--- src/rtl/rr_onehot_scheduler_pkg.sv ---
// Shared constants and types for the round-robin one-hot scheduler.
// The FSM encoding is kept as plain localparams so legacy code can compare against it.
package rr_onehot_scheduler_pkg;

   localparam int N_REQ = 8;
   localparam int ID_W  = 3;

   localparam logic ST_IDLE  = 1'b0;
   localparam logic ST_GRANT = 1'b1;

   typedef logic [N_REQ-1:0] req_vec_t;
   typedef logic [ID_W-1:0]  id_t;

endpackage

--- src/rtl/rr_onehot_scheduler_if.sv ---
// Requester-side bus of the scheduler: request/done in, one-hot grant and status out.
interface rr_onehot_scheduler_if;
   import rr_onehot_scheduler_pkg::*;

   req_vec_t req;
   logic     done;
   req_vec_t gnt;
   id_t      gnt_id;
   logic     gnt_valid;
   logic     timeout_err;

   modport master (
      output req, done,
      input  gnt, gnt_id, gnt_valid, timeout_err
   );

   modport slave (
      input  req, done,
      output gnt, gnt_id, gnt_valid, timeout_err
   );

endinterface

--- src/rtl/rr_onehot_scheduler_onehot_dec3.sv ---
// 3-bit index to 8-bit one-hot decoder with enable; output is all-zero when disabled.
module onehot_dec3
   import rr_onehot_scheduler_pkg::*;
(
   input  id_t      i_idx,
   input  logic     i_en,
   output req_vec_t o_onehot
);

   // decode the index into a single set bit when enabled
   always_comb begin
      o_onehot = 8'h00;
      if (i_en) begin
         o_onehot[i_idx] = 1'b1;
      end else begin
         o_onehot = 8'h00;
      end
   end

endmodule

--- src/rtl/rr_onehot_scheduler.sv ---
// Round-robin scheduler for 8 requesters: holds a grant until done, withdraw or
// MAX_HOLD cycles, then returns to IDLE for one cycle and rotates priority.
module rr_onehot_scheduler
   import rr_onehot_scheduler_pkg::*;
#(
   parameter int MAX_HOLD = 16,
   parameter int CNT_W    = 5
) (
   input  logic                   clk,
   input  logic                   reset,
   rr_onehot_scheduler_if.slave   bus
);

   logic             r_state;
   id_t              r_gnt_id;
   id_t              r_last_id;
   logic [CNT_W-1:0] r_hold_cnt;
   logic             r_timeout_err;

   id_t              w_pick;
   logic             w_normal_rel;
   logic             w_timeout;
   logic             w_grant_active;
   req_vec_t         w_gnt;

   // Rotate so the requester after last_id sits at bit 0, take the lowest set
   // bit, then add the rotation back (3-bit wrap does the modulo).
   function automatic id_t rr_pick(input req_vec_t req, input id_t last);
      id_t      start;
      req_vec_t rot;
      id_t      k;
      start = last + 3'd1;
      rot   = (req >> start) | (req << (N_REQ - int'(start)));
      k     = 3'd0;
      for (int i = N_REQ - 1; i >= 0; i--) begin
         if (rot[i]) begin
            k = id_t'(i);
         end else begin
            k = k;
         end
      end
      return k + start;
   endfunction

   // next-winner selection and release conditions
   always_comb begin
      w_pick         = rr_pick(bus.req, r_last_id);
      w_normal_rel   = 1'b0;
      w_timeout      = 1'b0;
      w_grant_active = (r_state == ST_GRANT);
      if (w_grant_active) begin
         w_normal_rel = bus.done | ~bus.req[r_gnt_id];
         w_timeout    = (r_hold_cnt == CNT_W'(MAX_HOLD - 1));
      end else begin
         w_normal_rel = 1'b0;
         w_timeout    = 1'b0;
      end
   end

   // scheduler FSM, hold counter and timeout pulse
   always_ff @(posedge clk) begin
      if (reset) begin
         r_state       <= ST_IDLE;
         r_gnt_id      <= 3'd0;
         r_last_id     <= 3'd7;
         r_hold_cnt    <= '0;
         r_timeout_err <= 1'b0;
      end else begin
         case (r_state)
            ST_IDLE: begin
               r_timeout_err <= 1'b0;
               r_hold_cnt    <= '0;
               if (|bus.req) begin
                  r_gnt_id <= w_pick;
                  r_state  <= ST_GRANT;
               end else begin
                  r_state  <= ST_IDLE;
               end
            end
            ST_GRANT: begin
               if (w_normal_rel || w_timeout) begin
                  r_state       <= ST_IDLE;
                  r_last_id     <= r_gnt_id;
                  r_hold_cnt    <= '0;
                  // a normal release on the timeout cycle wins: no error
                  r_timeout_err <= w_timeout & ~w_normal_rel;
               end else begin
                  r_hold_cnt    <= r_hold_cnt + CNT_W'(1);
                  r_timeout_err <= 1'b0;
               end
            end
            default: begin
               r_state       <= ST_IDLE;
               r_hold_cnt    <= '0;
               r_timeout_err <= 1'b0;
            end
         endcase
      end
   end

   onehot_dec3 u_dec (
      .i_idx    (r_gnt_id),
      .i_en     (w_grant_active),
      .o_onehot (w_gnt)
   );

   assign bus.gnt         = w_gnt;
   assign bus.gnt_id      = r_gnt_id;
   assign bus.gnt_valid   = w_grant_active;
   assign bus.timeout_err = r_timeout_err;

endmodule

--- src/flat_wrapper.sv ---
// flat-port wrapper written by rule: the top's interface ports become plain ports
module rr_onehot_scheduler_flat import rr_onehot_scheduler_pkg::*;
#(
   parameter int MAX_HOLD = 16,
   parameter int CNT_W    = 5
)
  (clk, reset, bus_req, bus_done, bus_gnt, bus_gnt_id, bus_gnt_valid, bus_timeout_err);
  rr_onehot_scheduler_if bus_i ();
  input  logic clk;
  input  logic reset;
  input wire logic [$bits(bus_i.req)-1:0] bus_req;
  input wire logic [$bits(bus_i.done)-1:0] bus_done;
  output wire logic [$bits(bus_i.gnt)-1:0] bus_gnt;
  output wire logic [$bits(bus_i.gnt_id)-1:0] bus_gnt_id;
  output wire logic [$bits(bus_i.gnt_valid)-1:0] bus_gnt_valid;
  output wire logic [$bits(bus_i.timeout_err)-1:0] bus_timeout_err;
  assign bus_i.req = bus_req;
  assign bus_i.done = bus_done;
  assign bus_gnt = bus_i.gnt;
  assign bus_gnt_id = bus_i.gnt_id;
  assign bus_gnt_valid = bus_i.gnt_valid;
  assign bus_timeout_err = bus_i.timeout_err;
  rr_onehot_scheduler #(.MAX_HOLD(MAX_HOLD), .CNT_W(CNT_W)) u_core (.clk(clk), .reset(reset), .bus(bus_i));
endmodule
--- config.mk ---
export PLATFORM = sky130hd
export DESIGN_NAME = rr_onehot_scheduler_flat
export DESIGN_NICKNAME = d
export VERILOG_FILES = /design/src/rtl/rr_onehot_scheduler_pkg.sv /design/src/rtl/rr_onehot_scheduler_if.sv /design/src/rtl/rr_onehot_scheduler_onehot_dec3.sv /design/src/rtl/rr_onehot_scheduler.sv /design/src/flat_wrapper.sv
export SDC_FILE = /design/constraint.sdc
export NUM_CORES = 1
export LEC_CHECK = 0
export ABC_AREA = 1
export ABC_CLOCK_PERIOD_IN_PS = 3000
export BUFFER_PORTS_ARGS = -buffer_cell sky130_fd_sc_hd__buf_2
export CAP_MARGIN = 20
export CORE_MARGIN = 3
export CORE_UTILIZATION = 28
export DETAILED_ROUTE_END_ITERATION = 10
export PLACE_DENSITY = 0.45
export SETUP_SLACK_MARGIN = 0.02
export SLEW_MARGIN = 20
export SYNTH_ARGS = -nofsm -noshare
export SYNTH_HDL_FRONTEND = slang
export SYNTH_SLANG_ARGS = --single-unit
--- constraint.sdc ---
create_clock -name clk -period 3 [get_ports clk]
set_input_delay 0.3 -clock clk [delete_from_list [all_inputs] [get_ports clk]]
set_output_delay 0.3 -clock clk [all_outputs]
set_load 0.02 [all_outputs]
After elaboration in Yosys (flattened, before gate mapping)
Cells that the tools add are included.

operators by class
  $add $sub $neg = 4
  $mul = 0
  div/mod/pow operators = 0
  $lt $le $gt $ge = 2
  eq/ne operators = 1
  shift operators = 2
  mux-type cells = 22
  bitwise gates (word level) = 6
  reduce and logical (&&, ||, !) cells = 5

operators with widths
  cell                   number
  $shl A8 B32 Y8         1
  $mux W3                8
  $pmux W5 S2            1
  $mux W8                1
  $or A8 B8 Y8           1
  $reduce_or A8 Y1       1
  $shr A8 B3 Y8          1
  $mux W1                7
  $add A5 B1 Y5 const B  1
  $eq A5 B4 Y1 const B   1
  $mux W5                1
  $sub A4 B3 Y5 const A  1
  $lt A3 B4 Y1 const B   1
  $pmux W1 S2            2
  $reduce_and A2 Y1      2
  $add A3 B1 Y3 const B  1
  $add A3 B3 Y3          1
  $bmux W1 S3            1
  $demux W1 S3           1
  $ge A3 B1 Y1 const B   1
  $not A1 Y1             3
  $and A1 B1 Y1          1
  $logic_and A1 B1 Y1    1
  $logic_or A1 B1 Y1     1
  $or A1 B1 Y1           1

word-level totals
  flip-flop bits (word level) = 13
  latch bits = 0
  bits in writable memories = 0
  memory bits (read-only) = 0
  input port bits = 11
  output and inout port bits = 13
  memories kept = 0

Logic depth before layout (Yosys ltp)
  depth after elaboration = 13
  gate-level depth with buffers = 22
  depth with buffers taken out = 22

Cells and area by module
Synthesis repeated with hierarchy kept, for this count alone.

second synthesis, totals
  cells, all modules = 231
  area, all modules = 1362.6 um^2

modules (own cells, without submodules)
  module               times used  cells each  area an instance (um^2)
  rr_onehot_scheduler  1           214         1298.7
  onehot_dec3          1           17          63.8

Worst setup path before layout
OpenSTA, ideal clock, no wires.

  kind = reg2reg
  from = reg u_core.r_last_id[0]
  to = reg u_core.r_gnt_id[2] (netlist: u_core.bus.gnt_id[2])
  setup time = 0.064 ns
  arrival = 2.660 ns
  setup slack = 0.276 ns
  cell stages (with the launch flop) = 21
  path buffers = 0
  clock period less this slack = 2.724 ns
  path through = dfxtp_1 -> ha_1 -> inv_2 -> nand2_1 -> o21ai_0 -> inv_1 -> nand2_1 -> nand3_1 -> nand3_1 -> nand2_1 -> nand2_1 -> nand2_1 -> nand2_1 -> a21boi_0 -> ha_1 -> fa_1 -> xnor2_1 -> nand3_1 -> nand2_1 -> nor2_1 -> nor2_1

between the ends
  word-level cells in the longest chain between the ends = 13
  elaborated cells between the ends (all ways) = 14

ends and longest elaborated chain
  item                      RTL line                   text
  start: declaration        rr_onehot_scheduler.sv:16  id_t r_last_id;
  start signal: assignment  rr_onehot_scheduler.sv:83  r_last_id <= r_gnt_id;
  $add A3 B1 Y3 (*)         rr_onehot_scheduler.sv:32  start = last + 3'd1;
  $sub A4 B3 Y5             rr_onehot_scheduler.sv:33  rot = (req >> start) | (req << (N_REQ - int'(start)));
  $shl A8 B32 Y8            rr_onehot_scheduler.sv:33
  $or A8 B8 Y8              rr_onehot_scheduler.sv:33
  $mux W3 (8 in a row)      rr_onehot_scheduler.sv:36  if (rot[i]) begin
  $add A3 B3 Y3 (*)         rr_onehot_scheduler.sv:42  return k + start;
  end signal: assignment    rr_onehot_scheduler.sv:74  r_gnt_id <= w_pick;
  end: declaration          rr_onehot_scheduler.sv:15  id_t r_gnt_id;

Mark *: on every way between the ends. The rest lies on a longest branch, timed or not.
A chain may end at the register's enable or synchronous reset.

Final worst setup path
  from = reg u_core.r_last_id[1]
  to = reg u_core.r_gnt_id[2] (netlist: u_core.bus.gnt_id[2])

The elaborated chain is that of the path after synthesis.

==> impl_metrics.ini <==
[synthesis]
synth_cells = 234
yosys_warnings = 0
synth_area_per_cell_um2 = 5.454
synth_seq_area_share_pct = 20.39
synth_cell_types = 26
syn_area_um2 = 1276
synth_seq_cells = 13
synth_nets = 250

[route]
drc = 0
firstDrtPassIters = 4
ant_nets = 0
dr_wl_met3_um = 143
viasPerCell = 4.744
wirelength_um = 3671
met1_length_um = 1859
routed.top_layer = met4
wl_per_cell_um = 11.77
drtIter0Drc = 86
vias = 1480
wl_met2_um = 1608

[power]
power_frac_comb_pct = 74.0
seq_power_share_pct = 16.2
vdd_drop_max_uv = 420.6
power_frac_clock_pct = 9.8
p_int_mw = 0.7049
power_switching_mw = 0.8436
p_total_mw = 1.548
power.density_nw_per_um2 = 1010
leakage_nw = 0.8134
sw_frac_of_total_pct = 54.48

[sta]
slew_viol_final = 0
fmaxAchievable_ghz = 0.3652
fin_skew_ns = 0.002460
min_period_over_period_pct = 91.28
relSlewSlack_pct = 62.12
setup_violations = 0
fin_crit_ns = 2.738
rsz0062_at_grt = yes
hold_viol = 0
setup_ws_ns = 0.2617
fin_tns_setup_ns = 0
worstMarginPinSlew_ns = 0.5623

[clock_tree]
cts_buffer_depth = 2
clk_latency_ns = 0.24
post_cts_buffers = 0
clkTransAtPathRegs_ns = 0.05
htreeDepth = 1
cts_buffers = 3
clock-sinks = 13
clockRootBuffer = clkbuf_8
cts_tree = done

[global_routing]
antenna_found_initial = 0
overflow = 0
groute.usage.overall_pct = 14.62
grt_pass1_wl_um = 6251
grt_pass1_vias = 1363
grt_max_degree = 15

[final_layout]
areaGrowthSynthToFinish_pct = 20.10
fill_cells = 477
final_util_pct = 36.48
antenna_cells = 0
multiInputGateArea_um2 = 919.6
instances_no_fill = 312
seqCellArea_um2 = 260.3
layout.nets = 279
final_layout_size_suffix_gt1_share_pct = 16.41

[placement]
place_congestion = 0.8362
port_buffers = 23
dp.cells = 308
dp_hpwl_um = 3043
pre_cts_slack_ns = 0.1839

[floorplanning]
pin_count = 24
die_area_um2 = 5404
initial_core_util_pct = 30.38
die_width_um = 73.51
dieHeight_um = 73.51
core_area_um2 = 4202
fp-row-count = 23

[critical_path]
r2r_cells = 22
rr_startpoint = u_core.r_last_id[1]
r2r-end = u_core.bus.gnt_id[2]
worstSetupStartpointType = flop
critPathMaxFanout = 6
arrival_ns = 2.87
end_kind = flop
reg2reg_setup_slack_ns = 0.26
critPathCapture = u_core.bus.gnt_id[2]
required_ns = 3.13
worstSetupPathType = flop to flop
startpoint = u_core.r_last_id[1]

[min_path]
hold_class = input port to flop

[run]
maxCapViolations = 0

[outcome]
status = complete, no violations
==> how the worst min path moves through the flow <==
stage                              start                   end  slack [ns]  cells past startpoint
floorplan                          reset  u_core.bus.gnt_valid        0.41                      1
global placement    u_core.r_hold_cnt[0]  u_core.r_hold_cnt[0]        0.44                      1
detailed placement  u_core.r_hold_cnt[0]  u_core.r_hold_cnt[0]        0.45                      1
CTS                                reset  u_core.bus.gnt_valid        0.28                      2
global route                       reset  u_core.bus.gnt_valid        0.32                      2
finish                             reset  u_core.bus.gnt_valid        0.29                      2
==> state kept, by name (all words and copies together) (netlist names) <==
name                    cells
u_core.r_hold_cnt           5
u_core.bus.gnt_id           3
u_core.r_last_id            3
u_core.bus.gnt_valid        1
u_core.bus.timeout_err      1
==> kinds of logic after synthesis <==
| kind of cell | Yosys count | share of synthesized area [%] |
|---|---|---|
| XOR/XNOR | 2 | 1.373 |
| flip-flops | 13 | 20.39 |
| AO/OA/AOI/OAI | 27 | 11.77 |
| adder cells (fa/ha/maj) | 5 | 5.490 |
| AND/OR/NAND/NOR | 159 | 51.47 |
| buffers and inverters | 28 | 9.509 |
==> layer usage <==
layer	GRT usage [%]	vias to the layer above
met5	0	-
met4	3.219	0
met3	3.283	6
met2	22.93	19
met1	20.33	650
li1	-	805
==> power by group through the flow <==
| stage | Combinational [mW] | Sequential [mW] | Clock, mW |
|---|---|---|---|
| global placement | 1.14 | 0.253 | 0 |
| floorplan | 0.815 | 0.265 | 0 |
| CTS | 1.12 | 0.248 | 0.160 |
| global route | 1.32 | 0.258 | 0.167 |
| detailed placement | 1.11 | 0.252 | 0 |
| finish | 1.15 | 0.251 | 0.152 |
==> layout make-up <==
type | count | share of cell area (%)
sequential | 13 | 16.98
multi-input combinational | 193 | 60.00
inverter | 24 | 6.041
tap | 50 | 4.082
clock buffer | 4 | 2.939
timing repair buffer | 28 | 9.959
==> cell usage after synthesis (all sizes together) <==
library cell  instances  share of area [%]
o211ai                3                1.8
a31oi                 1               0.49
and2                  1               0.49
ha                    4                3.9
a21boi                1               0.59
nand3                27                 11
o21bai                1               0.59
nand2                85                 26
nand4                 2               0.98
a21oi                 7                2.7
o22ai                 1               0.49
o21ai                13                5.1
dfxtp                13                 20
inv                  24                7.1
nor2                 43                 13
nor3b                 1               0.59
xnor2                 1               0.69
buf                   4                2.5
xor2                  1               0.69
fa                    1                1.6
==> placed cells by master (no fill, tap or decap), types with 2 or more instances in the layout <==
master    count
nand2_1      81
nor2_1       41
nand3_1      27
buf_2        23
inv_1        20
dfxtp_1      13
o21ai_0      12
a21oi_1       7
buf_4         5
inv_2         3
nand2_2       3
o211ai_1      3
ha_1          3
clkbuf_8      3
nor2_2        2
nand4_1       2
==> stage by stage <==
| stage | hold WS, ns | cell area (µm²) |
|---|---|---|
| floorplan | 0.4128 | 1276 |
| global placement | 0.4389 | 1460 |
| detailed placement | 0.4467 | 1460 |
| CTS | 0.2825 | 1505 |
| global route | 0.3213 | 1533 |
| finish | 0.2887 | 1533 |
==> critical path, cell delays in order, from the launching register on <==
cell,delay (ns)
dfxtp_1,0.33
ha_4,0.28
inv_2,0.03
buf_4,0.14
nand2_1,0.07
nand2_2,0.08
nand2_1,0.06
nand2_1,0.07
nand2_1,0.06
nand3_1,0.11
nand3_1,0.09
nand2_1,0.05
nand2_1,0.05
nand2_1,0.04
nand2_1,0.04
a21boi_0,0.07
ha_1,0.20
fa_1,0.43
xnor2_2,0.15
nand3_1,0.08
nand2_1,0.05
nor2_1,0.09
nor2_1,0.04
==> what timing repair did <==
item	4_1_cts	5_1_grt
hold buffers	0	0
gates resized for setup	0	7
endpoints found under the setup margin	0	2
hold endpoints to repair	0	0
Note: power is estimated with default switching activity, not from simulation.
